## src/rtl/clk_pkg.sv

```systemverilog
// clk_pkg: shared mode states and default timing constants for the clock time-set controller
package clk_pkg;
  typedef enum logic [1:0] {
    RUN      = 2'b00,
    SET_HOUR = 2'b01,
    SET_MIN  = 2'b10,
    SET_SEC  = 2'b11
  } mode_t;
  localparam int DEB_CYC    = 20;
  localparam int REP_DLY    = 500;
  localparam int REP_PER    = 200;
  localparam int BLINK_HALF = 250;
endpackage

```

## src/rtl/btn_debounce.sv

```systemverilog
// btn_debounce: 2-flop synchronizer, stability debouncer and registered one-cycle press pulse
module btn_debounce #(
  parameter int DEB_CYC = 20
) (
  input  logic CLK,
  input  logic rst_n,
  input  logic btn,
  output logic level,
  output logic press
);
  localparam int W = $clog2(DEB_CYC + 1);
  logic [1:0] sync;
  logic [W-1:0] cnt;
  logic level_q;
  always_ff @(posedge CLK or negedge rst_n)
    if (!rst_n) begin
      sync    <= '0;
      cnt     <= '0;
      level   <= 1'b0;
      level_q <= 1'b0;
      press   <= 1'b0;
    end else begin
      sync    <= {sync[0], btn};
      level_q <= level;
      press   <= level & ~level_q;
      // any cycle agreeing with the accepted level restarts the stability count
      if (sync[1] == level) cnt <= '0;
      else if (cnt >= W'(DEB_CYC - 1)) begin
        level <= sync[1];
        cnt   <= '0;
      end else cnt <= cnt + 1'b1;
    end
endmodule

```

## src/rtl/clk_set_ctrl.sv

```systemverilog
// clk_set_ctrl: RUN/SET mode FSM with debounced buttons, inc auto-repeat and edit-digit blink
module clk_set_ctrl
  import clk_pkg::*;
#(
  parameter int DEB_CYC    = clk_pkg::DEB_CYC,
  parameter int REP_DLY    = clk_pkg::REP_DLY,
  parameter int REP_PER    = clk_pkg::REP_PER,
  parameter int BLINK_HALF = clk_pkg::BLINK_HALF
) (
  input  logic       CLK,
  input  logic       rst_n,
  input  logic       btn_mode,
  input  logic       btn_inc,
  input  logic       btn_clr,
  output logic       en,
  output logic       rst_counters,
  output logic       enc_sec,
  output logic       enc_min,
  output logic       enc_hour,
  output logic       blink,
  output logic [1:0] mode_state
);
  localparam int REP_MAX = REP_DLY > REP_PER ? REP_DLY : REP_PER;
  localparam int RW = $clog2(REP_MAX + 1);
  localparam int BW = $clog2(BLINK_HALF + 1);
  mode_t state;
  logic mode_p, inc_p, clr_p, inc_lvl, unused_mode_lvl, unused_clr_lvl;
  logic rep_act, rep_first, rep_hit, fire;
  logic [RW-1:0] rep_cnt;
  logic [BW-1:0] blink_cnt;
  btn_debounce #(.DEB_CYC(DEB_CYC)) u_mode (.CLK(CLK), .rst_n(rst_n), .btn(btn_mode), .level(unused_mode_lvl), .press(mode_p));
  btn_debounce #(.DEB_CYC(DEB_CYC)) u_inc  (.CLK(CLK), .rst_n(rst_n), .btn(btn_inc),  .level(inc_lvl),         .press(inc_p));
  btn_debounce #(.DEB_CYC(DEB_CYC)) u_clr  (.CLK(CLK), .rst_n(rst_n), .btn(btn_clr),  .level(unused_clr_lvl),  .press(clr_p));
  assign en = state == RUN;
  assign mode_state = state;
  // a mode press in the same cycle swallows the increment
  always_comb begin
    rep_hit = rep_act && inc_lvl && rep_cnt >= (rep_first ? RW'(REP_DLY) : RW'(REP_PER));
    fire = state != RUN && !mode_p && (inc_p || rep_hit);
  end
  always_ff @(posedge CLK or negedge rst_n)
    if (!rst_n) begin
      state        <= RUN;
      rst_counters <= 1'b0;
      enc_sec      <= 1'b0;
      enc_min      <= 1'b0;
      enc_hour     <= 1'b0;
      blink        <= 1'b0;
      blink_cnt    <= '0;
      rep_cnt      <= '0;
      rep_act      <= 1'b0;
      rep_first    <= 1'b0;
    end else begin
      rst_counters <= clr_p;
      enc_hour     <= fire && state == SET_HOUR;
      enc_min      <= fire && state == SET_MIN;
      enc_sec      <= fire && state == SET_SEC;
      if (mode_p) state <= mode_t'(state + 2'd1);
      // rep_cnt counts cycles since the last strobe; first gap is REP_DLY, later ones REP_PER
      if (mode_p || !inc_lvl) begin
        rep_act <= 1'b0;
        rep_cnt <= '0;
      end else if (fire) begin
        rep_act   <= 1'b1;
        rep_first <= inc_p;
        rep_cnt   <= RW'(1);
      end else if (rep_act && rep_cnt < RW'(REP_MAX)) rep_cnt <= rep_cnt + 1'b1;
      if (mode_p) begin
        blink_cnt <= '0;
        blink     <= state != SET_SEC;
      end else if (state == RUN) begin
        blink_cnt <= '0;
        blink     <= 1'b0;
      end else if (blink_cnt >= BW'(BLINK_HALF - 1)) begin
        blink_cnt <= '0;
        blink     <= !blink;
      end else blink_cnt <= blink_cnt + 1'b1;
    end
endmodule

```

## config.mk

```make
export PLATFORM = sky130hd
export DESIGN_NAME = clk_set_ctrl
export DESIGN_NICKNAME = d
export VERILOG_FILES = /design/src/rtl/clk_pkg.sv /design/src/rtl/btn_debounce.sv /design/src/rtl/clk_set_ctrl.sv
export SDC_FILE = /design/constraint.sdc
export NUM_CORES = 1
export LEC_CHECK = 0
export ABC_AREA = 1
export BUFFER_PORTS_ARGS = -buffer_cell sky130_fd_sc_hd__buf_2
export CAP_MARGIN = 25
export CELL_PAD_IN_SITES_DETAIL_PLACEMENT = 1
export CELL_PAD_IN_SITES_GLOBAL_PLACEMENT = 2
export CORE_ASPECT_RATIO = 0.5
export CORE_MARGIN = 4
export CORE_UTILIZATION = 43
export CTS_BUF_LIST = sky130_fd_sc_hd__clkbuf_4
export CTS_CLUSTER_DIAMETER = 200
export CTS_CLUSTER_SIZE = 14
export DETAILED_ROUTE_END_ITERATION = 6
export PLACE_DENSITY_LB_ADDON = 0.12
export SLEW_MARGIN = 0
export SYNTH_ARGS = -nofsm -noshare
export SYNTH_HDL_FRONTEND = slang
export SYNTH_SLANG_ARGS = --single-unit
```

## constraint.sdc

```tcl
create_clock -name CLK -period 2.2 [get_ports CLK]
set_input_delay 0.55 -clock CLK [delete_from_list [all_inputs] [get_ports CLK]]
set_output_delay 0.55 -clock CLK [all_outputs]
set_load 0.02 [all_outputs]
```

**Word-level counts from Yosys, hierarchy flattened**

Cells that the tools add are included.

- Bits in registers: 56
- Bits of input ports: 5
- Output and inout port bits: 8
- Logic and storage cells: 94

- Add/subtract/negate cells: 6
- Order comparisons: 6
- Eq/ne operators: 7
- Multiplexer cells: 18
- Bitwise logic cells: 10
- Reduce and logical (&&, ||, !) cells: 22

Operator list:

| operator | count |
|---|---|
| $mux W9 | 4 |
| $mux W5 | 6 |
| $mux W8 | 3 |
| $add A5 B1 Y5 const B | 3 |
| $ge A5 B5 Y1 const B | 3 |
| $add A9 B1 Y9 const B | 1 |
| $ge A9 B9 Y1 | 1 |
| $lt A9 B9 Y1 const B | 1 |
| $add A8 B1 Y8 const B | 1 |
| $ge A8 B8 Y1 const B | 1 |
| $logic_and A1 B1 Y1 | 8 |
| $reduce_and A2 Y1 | 4 |
| $not A1 Y1 | 7 |
| $reduce_bool A3 Y1 | 2 |
| $mux W1 | 5 |
| $eq A2 B2 Y1 const B | 2 |
| $reduce_bool A2 Y1 | 2 |
| $and A1 B1 Y1 | 3 |
| $eq A1 B1 Y1 | 3 |
| $logic_not A1 Y1 | 3 |
| $add A2 B1 Y2 const B | 1 |
| $eq A2 B1 Y1 const B | 1 |
| $logic_not A2 Y1 | 1 |
| $logic_or A1 B1 Y1 | 2 |
| $ne A2 B2 Y1 const B | 1 |

**Depth between registers and ports, before layout**

- Depth in word-level cells: 7
- Depth in mapped cells: 12
- Mapped depth without buffers: 12

**Modules after synthesis**

A second synthesis with hierarchy kept.

- Cells, all modules: 287
- Area total of the unflattened synthesis: 2661.3 um^2

By module, submodules not included:

| module | times used | cells each | area each (um^2) | seq. area each (um^2) |
|---|---|---|---|---|
| clk_set_ctrl | 1 | 170 | 1467.7 | 650.6 |
| btn_debounce | 3 | 39 | 397.9 | 250.2 |

**Least setup slack after synthesis**

OpenSTA, ideal clock, no wires.

- Path type: register to register
- From: register state[0] (netlist: mode_state[0])
- To: register blink
- Library setup time: 0.127 ns
- Data arrival time: 1.359 ns
- Required time: 2.073 ns
- Setup slack: 0.714 ns
- Cell stages (with the launch flop): 7
- Buffers on the path: 0
- Period minus slack after synthesis: 1.486 ns
- Cell sequence: dfrtp_1 inv_1 ha_1 nor2_4 nand2_2 nor2_1 a21oi_1

- Word-level cells in the longest chain between the ends: 3
- Elaborated cells between the ends (all ways): 5
- Classes of those cells: eq/ne (1); mux (2); reduce/logical (2)

Ends and longest elaborated chain:

| what | line | RTL |
|---|---|---|
| start, declared | clk_set_ctrl.sv:26 | `mode_t state;` |
| start signal, assigned | clk_set_ctrl.sv:58 | `if (mode_p) state <= mode_t'(state + 2'd1);` |
| $logic_not A2 Y1 (*) | -- |  |
| via en | clk_set_ctrl.sv:15 | `output logic en,` |
| $mux W1 | clk_set_ctrl.sv:71 | `end else if (state == RUN) begin` |
| $mux W1 | clk_set_ctrl.sv:68 | `if (mode_p) begin` |
| end signal, assigned | clk_set_ctrl.sv:76 | `blink <= !blink;` |
| end, declared | clk_set_ctrl.sv:20 | `output logic blink,` |

Mark *: on every way through the listed nets, which the timed path passes. The rest lies on a longest branch.
A chain may end at the register's enable or synchronous reset.

**Worst setup path in the final report**

- From: register state[0] (netlist: mode_state[0])
- To: output en

- Word-level cells in the longest chain between the ends: 1

Ends and longest elaborated chain:

| what | line | RTL |
|---|---|---|
| $logic_not A2 Y1 | clk_set_ctrl.sv:34 | `assign en = state == RUN;` |
| end, declared | clk_set_ctrl.sv:15 |  |

Every way passes these cells.

==> impl_metrics.ini <==
[clock_network]
cts.path.max_buffers = 2
clock_sinks = 56
cts_tree = done
cts-resized-gates = 0
cts_max_level = 2
post_cts_buffers = 0
holdBufCountCts = 0
numCtsBuffers = 5
path_clk_slew_ps = 150
root_buffer = clkbuf_4
clk_latency_ps = 360

[sta]
worstMarginPinSlew_ps = 403
finClkSkew_ps = 9.05
hold_viol_final = 0
fin_ws_ps = 284
finalSetupViolations = 0
rsz0062_at_grt = no
fmax_mhz = 522
setup_tns_ps = 0
drv_slew = 0
maxSlewHeadroom = 0.730
layout_min_cycle_time_ps = 1920
post-route-period-util = 0.871
whs_ps = 145

[synth]
synth-async-reset-ratio = 1.00
synth_top_area_cell = dfrtp_1
synth.area.top_cells = dfrtp_1 (55%), ha_1 (8.3%), nor2_1 (7.5%), nand2_1 (6.9%), inv_1 (5.4%)
yosysTopAreaCellShare = 0.546
yosys-top-cells-count = dfrtp_1 (56), nor2_1 (51), nand2_1 (47)
synthCells = 276
synth_edf_count = 0
synth_area_um2 = 2570
avgSynthCellArea_um2 = 9.30
syn-num-nets = 298
synth_seq_cells = 56
yosysUniqueCellTypes = 26
ys_seq_area_frac = 0.546
synth_flop_cell = dfrtp_1
synth.most_common_cell = dfrtp_1
ys_warn_count = 0

[min_path]
hp-class = input port to asynchronous set/reset pin

[die]
core-area_um2 = 5630
die_y_um = 62.6
die_area_um2 = 7340
rows = 19
fp.dieW_um = 117
start_util = 0.455
ios = 13

[route]
route.met3.wl_um = 111
via_per_inst = 4.78
drt-initial-drc-count = 68
wl_met1_um = 2080
post_drt_wl_per_cell_um = 12.0
dr.pass1.iters = 5
met2_length_um = 2220
highest_layer = met4
ant_nets = 0
vias = 1762
wl_um = 4440
drc = 0

[pwr]
power.leakage_nw = 1.34
max-vdd-ir-drop_mv = 0.283
power_per_cell_area_nw_per_um2 = 558

[finish]
final_util = 0.495
drive_gt1_frac = 0.0980
fill_cells = 667
final_nets = 317
syn2layout_area_growth_pct = 8.73
seq_area_um2 = 1400
multiInputGateArea_um2 = 1020
num_antenna_cells = 0

[global_route]
grt_pass1_wl_um = 8130
grt-ovfl-total = 0
grt_antenna_before_repair = 0
grt_pass1_vias = 1850
grt_max_degree = 57
gr-usage-all-layers = 0.137

[worst_setup_path]
r2r_end = rep_cnt[5]
crit_path_start = mode_state[0]
path_cells = inv_1, ha_1, buf_2
worstPathArrival_ps = 1370
crit_slowest_cell = dfrtp_1
rr_worst_depth = 11
crit_required_ps = 1650
crit_fanout = 5
crit_end = en
slowest_delay_ps = 460
critPathCaptureType = output pin
ff2ff_setup_slack_ps = 530
worstSetupStartpointType = flop
worstSetupPathType = flop to output pin
timing.rr.start = rep_first

[placed_design]
hpwl_um = 3440
gp_congestion = 0.836
pre_cts_slack_ps = 526
numPortBuffers = 12

[flow_run]
maxCapViolations = 0

[status]
status = finished clean
[sequential cells by signal (all words and copies together), names as in the netlist, 2 cells and up]
| register | flops |
|---|---|
| blink_cnt | 8 |
| mode_state | 2 |
| rep_cnt | 9 |
| u_clr.cnt | 5 |
| u_clr.sync | 2 |
| u_inc.cnt | 5 |
| u_inc.sync | 2 |
| u_mode.cnt | 5 |
| u_mode.sync | 2 |
[power by group]
group	internal (mW)	leakage (nW)	switching [mW]	total [mW]
logic	0.0225	0.551	0.0426	0.0651
clock network	0.135	0.0293	0.295	0.430
registers	1.05	0.761	0.0138	1.06
[cell type report]
| class | count | share of cell area |
|---|---|---|
| Timing Repair Buffer | 13 | 0.0287 |
| Clock buffer | 6 | 0.0161 |
| Multi-Input combinational cell | 181 | 0.365 |
| Tap cell | 73 | 0.0327 |
| Clock inverter | 2 | 0.00404 |
| Inverter | 38 | 0.0511 |
| Sequential cell | 56 | 0.502 |
[worst min path at each step]
stage	start	slack (ps)	endpoint
after floorplan	rst_n	250	blink
after global placement	u_mode.sync[0]	330	u_mode.sync[1]
final	rst_n	140	u_mode.cnt[1]
after global routing	rst_n	130	u_mode.cnt[3]
after CTS	rst_n	150	u_mode.cnt[1]
after detailed placement	u_mode.sync[0]	340	u_mode.sync[1]
[through the flow]
stage	instances	total power [mW]	instance area [µm²]
global route	369	1.66	2790
finish	369	1.56	2790
floorplan	276	1.11	2570
detailed placement	361	1.15	2730
global placement	361	1.15	2730
CTS	369	1.59	2790
[worst max-delay path, delay by kind of cell (launching register included)]
| family | cells | cell delay, ps |
|---|---|---|
| adder cells (fa/ha/maj) | 1 | 240 |
| buffers and inverters | 2 | 310 |
| flip-flops | 1 | 460 |
[cells by family after synthesis]
| group | after synthesis | share of synthesized area |
|---|---|---|
| adder cells (fa/ha/maj) | 17 | 0.0829 |
| flip-flops | 56 | 0.546 |
| AO/OA/AOI/OAI | 17 | 0.0361 |
| AND/OR/NAND/NOR | 135 | 0.237 |
| buffers and inverters | 39 | 0.0570 |
| XOR/XNOR | 12 | 0.0410 |
[cells in the final DEF (no fill, tap or decap), types with 2 or more instances in the layout]
cell type   n
clkbuf_4    6
dfrtp_1    56
nor3_1      4
nor3b_1     6
nor2_1     51
xnor2_1     4
inv_1      37
nand4_1     2
a21oi_1     8
o21ai_0     5
nand2_2     2
buf_2      12
ha_1       17
nand3_1    15
xor2_1      8
nand2_1    47
nand2_4     3
[layer usage]
metal  up-vias  track usage
met5         -            0
met4         0       0.0286
met3         4       0.0368
met2         9        0.223
met1       848        0.184
li1        901            -
Note: power is estimated with default switching activity, not from simulation.
